[src/rtl/cellrv32_package.sv]
// ============================================================================
// Module      : cellrv32_package
// Description : Shared VMU memory request/response types, microop opcodes
//               and the responder FSM state type.
// Revision    : 1.0 - initial release
// ============================================================================
`timescale 1ns/1ps
`default_nettype none

package cellrv32_package;

   localparam int VMU_ADDR_W   = 32;
   localparam int VMU_DATA_W   = 32;
   localparam int VMU_TICKET_W = 4;
   localparam int VMU_UOP_W    = 7;

   localparam logic [VMU_UOP_W-1:0] opcode_vload_c  = 7'b0000111;
   localparam logic [VMU_UOP_W-1:0] opcode_vstore_c = 7'b0100111;

   typedef struct packed {
      logic [VMU_ADDR_W-1:0]   addr;
      logic [VMU_UOP_W-1:0]    microop;
      logic [VMU_TICKET_W-1:0] ticket;
      logic [VMU_DATA_W-1:0]   data;
   } vector_mem_req;

   typedef struct packed {
      logic [VMU_TICKET_W-1:0] ticket;
      logic [VMU_DATA_W-1:0]   data;
   } vector_mem_resp;

   typedef enum logic [0:0] {
      VMU_RESP_IDLE  = 1'b0,
      VMU_RESP_ISSUE = 1'b1
   } vmu_resp_state_e;

endpackage

`default_nettype wire

[src/rtl/vmu_resp_fifo.sv]
// ============================================================================
// Module      : vmu_resp_fifo
// Description : Synchronous power-of-two FIFO with occupancy count.
// Revision    : 1.0 - initial release
// ============================================================================
`timescale 1ns/1ps
`default_nettype none

module vmu_resp_fifo #(
   parameter int WIDTH = 8,
   parameter int DEPTH = 4
) (
   input  logic                     clk,
   input  logic                     rst,
   input  logic                     push,
   input  logic [WIDTH-1:0]         wdata,
   input  logic                     pop,
   output logic [WIDTH-1:0]         rdata,
   output logic                     full,
   output logic                     empty,
   output logic [$clog2(DEPTH):0]   count
);

   localparam int PTR_W = $clog2(DEPTH);
   localparam int CNT_W = PTR_W + 1;

   logic [WIDTH-1:0] mem [DEPTH];
   logic [PTR_W-1:0] wr_ptr;
   logic [PTR_W-1:0] rd_ptr;
   logic             do_push;
   logic             do_pop;

   assign do_push = push & ~full;
   assign do_pop  = pop & ~empty;
   assign full    = (count == CNT_W'(DEPTH));
   assign empty   = (count == '0);
   assign rdata   = mem[rd_ptr];

   always_ff @(posedge clk) begin
      if (rst) begin
         wr_ptr <= '0;
         rd_ptr <= '0;
         count  <= '0;
      end else begin
         if (do_push) wr_ptr <= wr_ptr + PTR_W'(1);
         if (do_pop)  rd_ptr <= rd_ptr + PTR_W'(1);
         count <= count + CNT_W'(do_push) - CNT_W'(do_pop);
      end
   end

   // Storage carries no reset; occupancy alone defines validity.
   always_ff @(posedge clk) begin
      if (do_push) mem[wr_ptr] <= wdata;
   end

endmodule

`default_nettype wire

[src/rtl/vmu_mem_responder.sv]
// ============================================================================
// Module      : vmu_mem_responder
// Description : Buffers VMU requests and serialises them onto a simple
//               single-outstanding memory bus, returning load responses.
//               Optional macro CELLRV32_VMU_RESP_ERR_EN adds sticky error
//               reporting (err_o / err_addr_o).
// Revision    : 1.0 - initial release
// ============================================================================
`timescale 1ns/1ps
`default_nettype none

module vmu_mem_responder
   import cellrv32_package::*;
#(
   parameter int ADDR_WIDTH   = 32,
   parameter int DATA_WIDTH   = 32,
   parameter int TICKET_WIDTH = 4,
   parameter int FIFO_DEPTH   = 4
) (
   input  logic                  clk_i,
   input  logic                  rst_i,
   input  logic                  req_valid_i,
   input  vector_mem_req         req_i,
   output logic                  ready_o,
   output logic                  resp_valid_o,
   output vector_mem_resp        resp_o,
   output logic                  bus_req_o,
   output logic                  bus_we_o,
   output logic [ADDR_WIDTH-1:0] bus_addr_o,
   output logic [DATA_WIDTH-1:0] bus_wdata_o,
   input  logic                  bus_ack_i,
   input  logic [DATA_WIDTH-1:0] bus_rdata_i,
   input  logic                  bus_err_i,
`ifdef CELLRV32_VMU_RESP_ERR_EN
   output logic                  err_o,
   output logic [ADDR_WIDTH-1:0] err_addr_o,
`endif
   output logic                  idle_o
);

   localparam int CNT_W = $clog2(FIFO_DEPTH) + 1;

   vmu_resp_state_e         state;
   vmu_resp_state_e         state_nxt;
   vector_mem_req           head;
   logic                    push;
   logic                    pop;
   logic                    fifo_full;
   logic                    fifo_empty;
   logic [CNT_W-1:0]        fifo_count;
   logic                    head_load;
   logic                    head_store;
   logic                    head_mem;
   logic                    issuing;
   logic                    bus_done;
   logic [DATA_WIDTH-1:0]   load_data;
   logic [TICKET_WIDTH-1:0] resp_ticket;
   logic [DATA_WIDTH-1:0]   resp_data;

   vmu_resp_fifo #(
      .WIDTH ($bits(vector_mem_req)),
      .DEPTH (FIFO_DEPTH)
   ) u_fifo (
      .clk   (clk_i),
      .rst   (rst_i),
      .push  (push),
      .wdata (req_i),
      .pop   (pop),
      .rdata (head),
      .full  (fifo_full),
      .empty (fifo_empty),
      .count (fifo_count)
   );

   assign ready_o    = ~fifo_full;
   assign push       = req_valid_i & ~fifo_full;
   assign head_load  = (head.microop == opcode_vload_c);
   assign head_store = (head.microop == opcode_vstore_c);
   assign head_mem   = head_load | head_store;
   assign issuing    = (state == VMU_RESP_ISSUE) & ~fifo_empty;

   // Bus outputs come straight from the FIFO head, so they stay stable
   // until the pop that follows the acknowledge.
   assign bus_req_o   = issuing & head_mem;
   assign bus_we_o    = bus_req_o & head_store;
   assign bus_addr_o  = bus_req_o ? ADDR_WIDTH'(head.addr) : '0;
   assign bus_wdata_o = bus_we_o  ? DATA_WIDTH'(head.data) : '0;
   assign bus_done    = bus_req_o & bus_ack_i;
   assign pop         = bus_done | (issuing & ~head_mem);
   assign idle_o      = fifo_empty & (state == VMU_RESP_IDLE);

   always_comb begin
      state_nxt = state;
      case (state)
         VMU_RESP_IDLE: begin
            if (!fifo_empty || push) state_nxt = VMU_RESP_ISSUE;
         end
         VMU_RESP_ISSUE: begin
            if (fifo_empty) begin
               state_nxt = VMU_RESP_IDLE;
            end else if (pop) begin
               state_nxt = (fifo_count > CNT_W'(1) || push) ? VMU_RESP_ISSUE
                                                            : VMU_RESP_IDLE;
            end
         end
         default: state_nxt = VMU_RESP_IDLE;
      endcase
   end

   always_ff @(posedge clk_i) begin
      if (rst_i) state <= VMU_RESP_IDLE;
      else       state <= state_nxt;
   end

`ifdef CELLRV32_VMU_RESP_ERR_EN
   // A faulting load still completes, but with zeroed data.
   assign load_data = bus_err_i ? '0 : bus_rdata_i;

   always_ff @(posedge clk_i) begin
      if (rst_i) begin
         err_o      <= 1'b0;
         err_addr_o <= '0;
      end else if (bus_done && bus_err_i && !err_o) begin
         err_o      <= 1'b1;
         err_addr_o <= bus_addr_o;
      end
   end
`else
   logic unused_bus_err;
   assign unused_bus_err = bus_err_i;
   assign load_data      = bus_rdata_i;
`endif

   always_ff @(posedge clk_i) begin
      if (rst_i) begin
         resp_valid_o <= 1'b0;
         resp_ticket  <= '0;
         resp_data    <= '0;
      end else begin
         resp_valid_o <= bus_done & head_load;
         if (bus_done && head_load) begin
            resp_ticket <= TICKET_WIDTH'(head.ticket);
            resp_data   <= load_data;
         end
      end
   end

   always_comb begin
      resp_o        = '0;
      resp_o.ticket = VMU_TICKET_W'(resp_ticket);
      resp_o.data   = VMU_DATA_W'(resp_data);
   end

endmodule

`default_nettype wire
[config.mk]
export PLATFORM = sky130hd
export DESIGN_NAME = vmu_mem_responder
export DESIGN_NICKNAME = d
export VERILOG_FILES = /design/src/rtl/cellrv32_package.sv /design/src/rtl/vmu_resp_fifo.sv /design/src/rtl/vmu_mem_responder.sv
export SDC_FILE = /design/constraint.sdc
export NUM_CORES = 1
export LEC_CHECK = 0
export ABC_AREA = 1
export CAP_MARGIN = 25
export CORE_UTILIZATION = 53
export DETAILED_ROUTE_END_ITERATION = 16
export GPL_TIMING_DRIVEN = 0
export PLACE_DENSITY = 0.79
export SLEW_MARGIN = 20
export SYNTH_ARGS = -nofsm -noshare
export SYNTH_HDL_FRONTEND = slang
export SYNTH_SLANG_ARGS = --single-unit
[constraint.sdc]
create_clock -name clk_i -period 6.6 [get_ports clk_i]
set_input_delay 1.65 -clock clk_i [delete_from_list [all_inputs] [get_ports clk_i]]
set_output_delay 1.65 -clock clk_i [all_outputs]
set_load 0.05 [all_outputs]
==> impl_metrics.json, run 1 <==
{
  "grt_pass1_vias": 9478,
  "die_area_um2": 26200,
  "ctsResizeCount": 0,
  "min_period_over_period": 0.746,
  "slew_viol_final": 0,
  "dp_hpwl_um": 21400,
  "cap_violations": 0,
  "final_cell_mix": "nor2_1 (344), edfxtp_1 (300), clkdlybuf4s50_1 (215), o21ai_0 (138), a21oi_1 (68)",
  "hold_viol": 0,
  "clockBufferDepth": 3,
  "syn-cell-area_um2": 13600,
  "gp_congestion": 0.915,
  "synth-seq-cells": 347,
  "final_common_cell": "nor2_1",
  "cts-root-buf": "clkbuf_16",
  "track_usage": 0.248,
  "rrSetupSlack_ns": 3.95,
  "worstSkewPairLatency_ns": 0.51,
  "wl_per_cell_um": 18.0,
  "max_freq_mhz": 203,
  "grt_pass1_wl_um": 49500,
  "seq_area_frac_synth": 0.734,
  "arrival_ns": 3.28,
  "syn_nets": 1279,
  "worstSetupEndpointType": "output pin",
  "drive_gt1_frac": 0.0655,
  "dpl_cell_area_um2": 16500,
  "hold_class": "flip-flop to flip-flop",
  "worstMarginPinSlew_ns": 0.768,
  "worst_setup_path_start_kind": "flip-flop",
  "die_h_um": 162,
  "post-route-cell-area_um2": 17600,
  "required_ns": 4.95,
  "start_util": 0.540,
  "ys_warn_count": 0,
  "cts.clk_slew.worst_paths_ns": 0.06,
  "r2r_cells": 15,
  "dr_total_vias": 9390,
  "antenna_found_initial": 1,
  "relSlewSlack": 0.487,
  "rows": 58,
  "drtIter0Drc": 666,
  "clock_sinks": 347,
  "coreArea_um2": 25100,
  "syn_avg_cell_area_um2": 11.7,
  "drc": 0,
  "path_max_fanout": 10,
  "nNetsFinal": 1545,
  "ctsHoldBuffers": 0,
  "r2r-end": "u_fifo.count[2]",
  "netlist_instances": 1159,
  "htree_levels": 2,
  "hp-start": "resp_ticket[0]",
  "yosysUniqueCellTypes": 29,
  "powerDensity_nw_per_um2": 319,
  "criticalPathCategory": "flip-flop to output pin",
  "grt_max_degree": 24,
  "cts_buffers": 35,
  "rsz0062_at_grt": "no",
  "postRouteAntennaNets": 0,
  "die_w_um": 162,
  "fin_total_pwr_mw": 5.62,
  "skew_ns": 0.0125,
  "leakage_nw": 6.26,
  "overflow": 0,
  "cts_tree": "yes",
  "wl_um": 32100,
  "ir_worst_vdd_v": 0.000288,
  "status": "completed",
  "setup_viol": 0,
  "pin_count": 217,
  "area_growth_pct": 29.9,
  "post_drt_via_cell_ratio": 5.27,
  "endpoint": "bus_wdata_o[0]",
  "fin_crit_ns": 4.93,
  "portBuffers": 215,
  "post_cts_buffers": 0,
  "drtPass1Iterations": 4
}
[layer usage]
layer | GRT usage | part of all wire
met3 | 0.0562 | 0.080
met1 | 0.307 | 0.40
met4 | 0.0978 | 0.030
met2 | 0.422 | 0.49
met5 | 0 | 0
[synthesized netlist by cell type, drive strengths merged]
| cell | count | area share |
|---|---|---|
| nor2 | 351 | 0.10 |
| edfxtp | 300 | 0.66 |
| o21ai | 140 | 0.052 |
| a21oi | 68 | 0.025 |
| nand2 | 65 | 0.019 |
| inv | 58 | 0.016 |
| dfxtp | 47 | 0.069 |
| nand3 | 47 | 0.019 |
| buf | 34 | 0.015 |
| clkbuf | 30 | 0.0083 |
| ha | 7 | 0.0065 |
| o22ai | 4 | 0.0018 |
| nor3 | 3 | 0.0011 |
| xor2 | 2 | 0.0013 |
| clkinv | 1 | 0.00028 |
| fa | 1 | 0.0015 |
| nor4 | 1 | 0.00046 |
[logic make-up after synthesis]
group	after synthesis	synth area share
adder cells (fa/ha/maj)	8	0.00794
XOR/XNOR	2	0.00129
buffers and inverters	123	0.0392
flip-flops	347	0.734
AND/OR/NAND/NOR	467	0.138
AO/OA/AOI/OAI	212	0.0789
[where the power goes]
part           total (mW)  internal (mW)  switching (mW)  leakage, nW
combinational        1.06          0.338           0.725         2.60
clock                1.91           1.13           0.780        0.536
sequential           2.65           2.60          0.0513         3.13
total                5.62           4.06            1.56         6.26
[final cells by class]
| cell class | count | area (µm²) |
|---|---|---|
| diodes | 1 | 2.50 |
| fillers | 1782 | 7500 |
| multi-input cells | 689 | 3100 |
| well taps | 330 | 413 |
| clock inverters | 14 | 120 |
| repair buffers | 229 | 2490 |
| plain buffers | 64 | 310 |
| inverters | 59 | 221 |
| clock buffers | 49 | 991 |
| flip-flops and latches | 347 | 9950 |
[metrics by stage]
step | hold WS [ns] | TNS, ns | std cells | utilization | setup slack, ns
finish | 0.465 | 0 | 1782 | 0.701 | 1.67
global placement | 0.454 | -511.96 | 1704 | 0.642 | -1.84
floorplan | 0.458 | 0 | 1159 | - | 1.10
detailed placement | 0.461 | 0 | 1718 | 0.657 | 2.19
CTS | 0.469 | 0 | 1781 | 0.701 | 1.63
global route | 0.493 | 0 | 1782 | 0.701 | 1.49
[sequential cells by signal (all words and copies together), names as in the netlist, named ones only]
signal	count
state	1
u_fifo.count	3
u_fifo.wr_ptr	2
resp_ticket	4
u_fifo.rd_ptr	2
u_fifo.mem	300
resp_data	32
resp_valid_o	1
[critical path: stages (launching register included)]
cell and delay [ns]:
dfxtp_1 0.42, buf_2 0.32, buf_2 0.29, buf_2 0.32, nor2_1 0.09, nor2_1 0.09
o21ai_0 0.09, a21oi_1 0.27, clkdlybuf4s50_1 0.86
[worst min-delay path by stage]
| stage | endpoint | cells after the start |
|---|---|---|
| 3_3_place_gp | resp_ticket[1] | 2 |
| 2_1_floorplan | flip-flop | 2 |
| 4_1_cts | resp_ticket[0] | 2 |
| 6_report | resp_ticket[0] | 2 |
| 5_1_grt | resp_ticket[0] | 2 |
| 3_5_place_dp | resp_ticket[0] | 2 |
(Power assumes the default switching activity.)
==> run 2: changes to the inputs <==
==> constraint.sdc (replaced) <==
create_clock -name clk_i -period 4.8 [get_ports clk_i]
set_input_delay 1.2 -clock clk_i [delete_from_list [all_inputs] [get_ports clk_i]]
set_output_delay 1.2 -clock clk_i [all_outputs]
set_load 0.05 [all_outputs]
==> results of run 2 <==
The final DEF is identical to that of run 1. Status: completed.
Main changes from that run: setup slack after placement 2.19 ns -> 0.841 ns; setup slack after layout 1.67 ns -> 0.324 ns; register-to-register setup slack 3.95 ns -> 2.15 ns; total power 5.62 mW -> 7.73 mW; worst IR drop on VDD 0.000288 V -> 0.000396 V
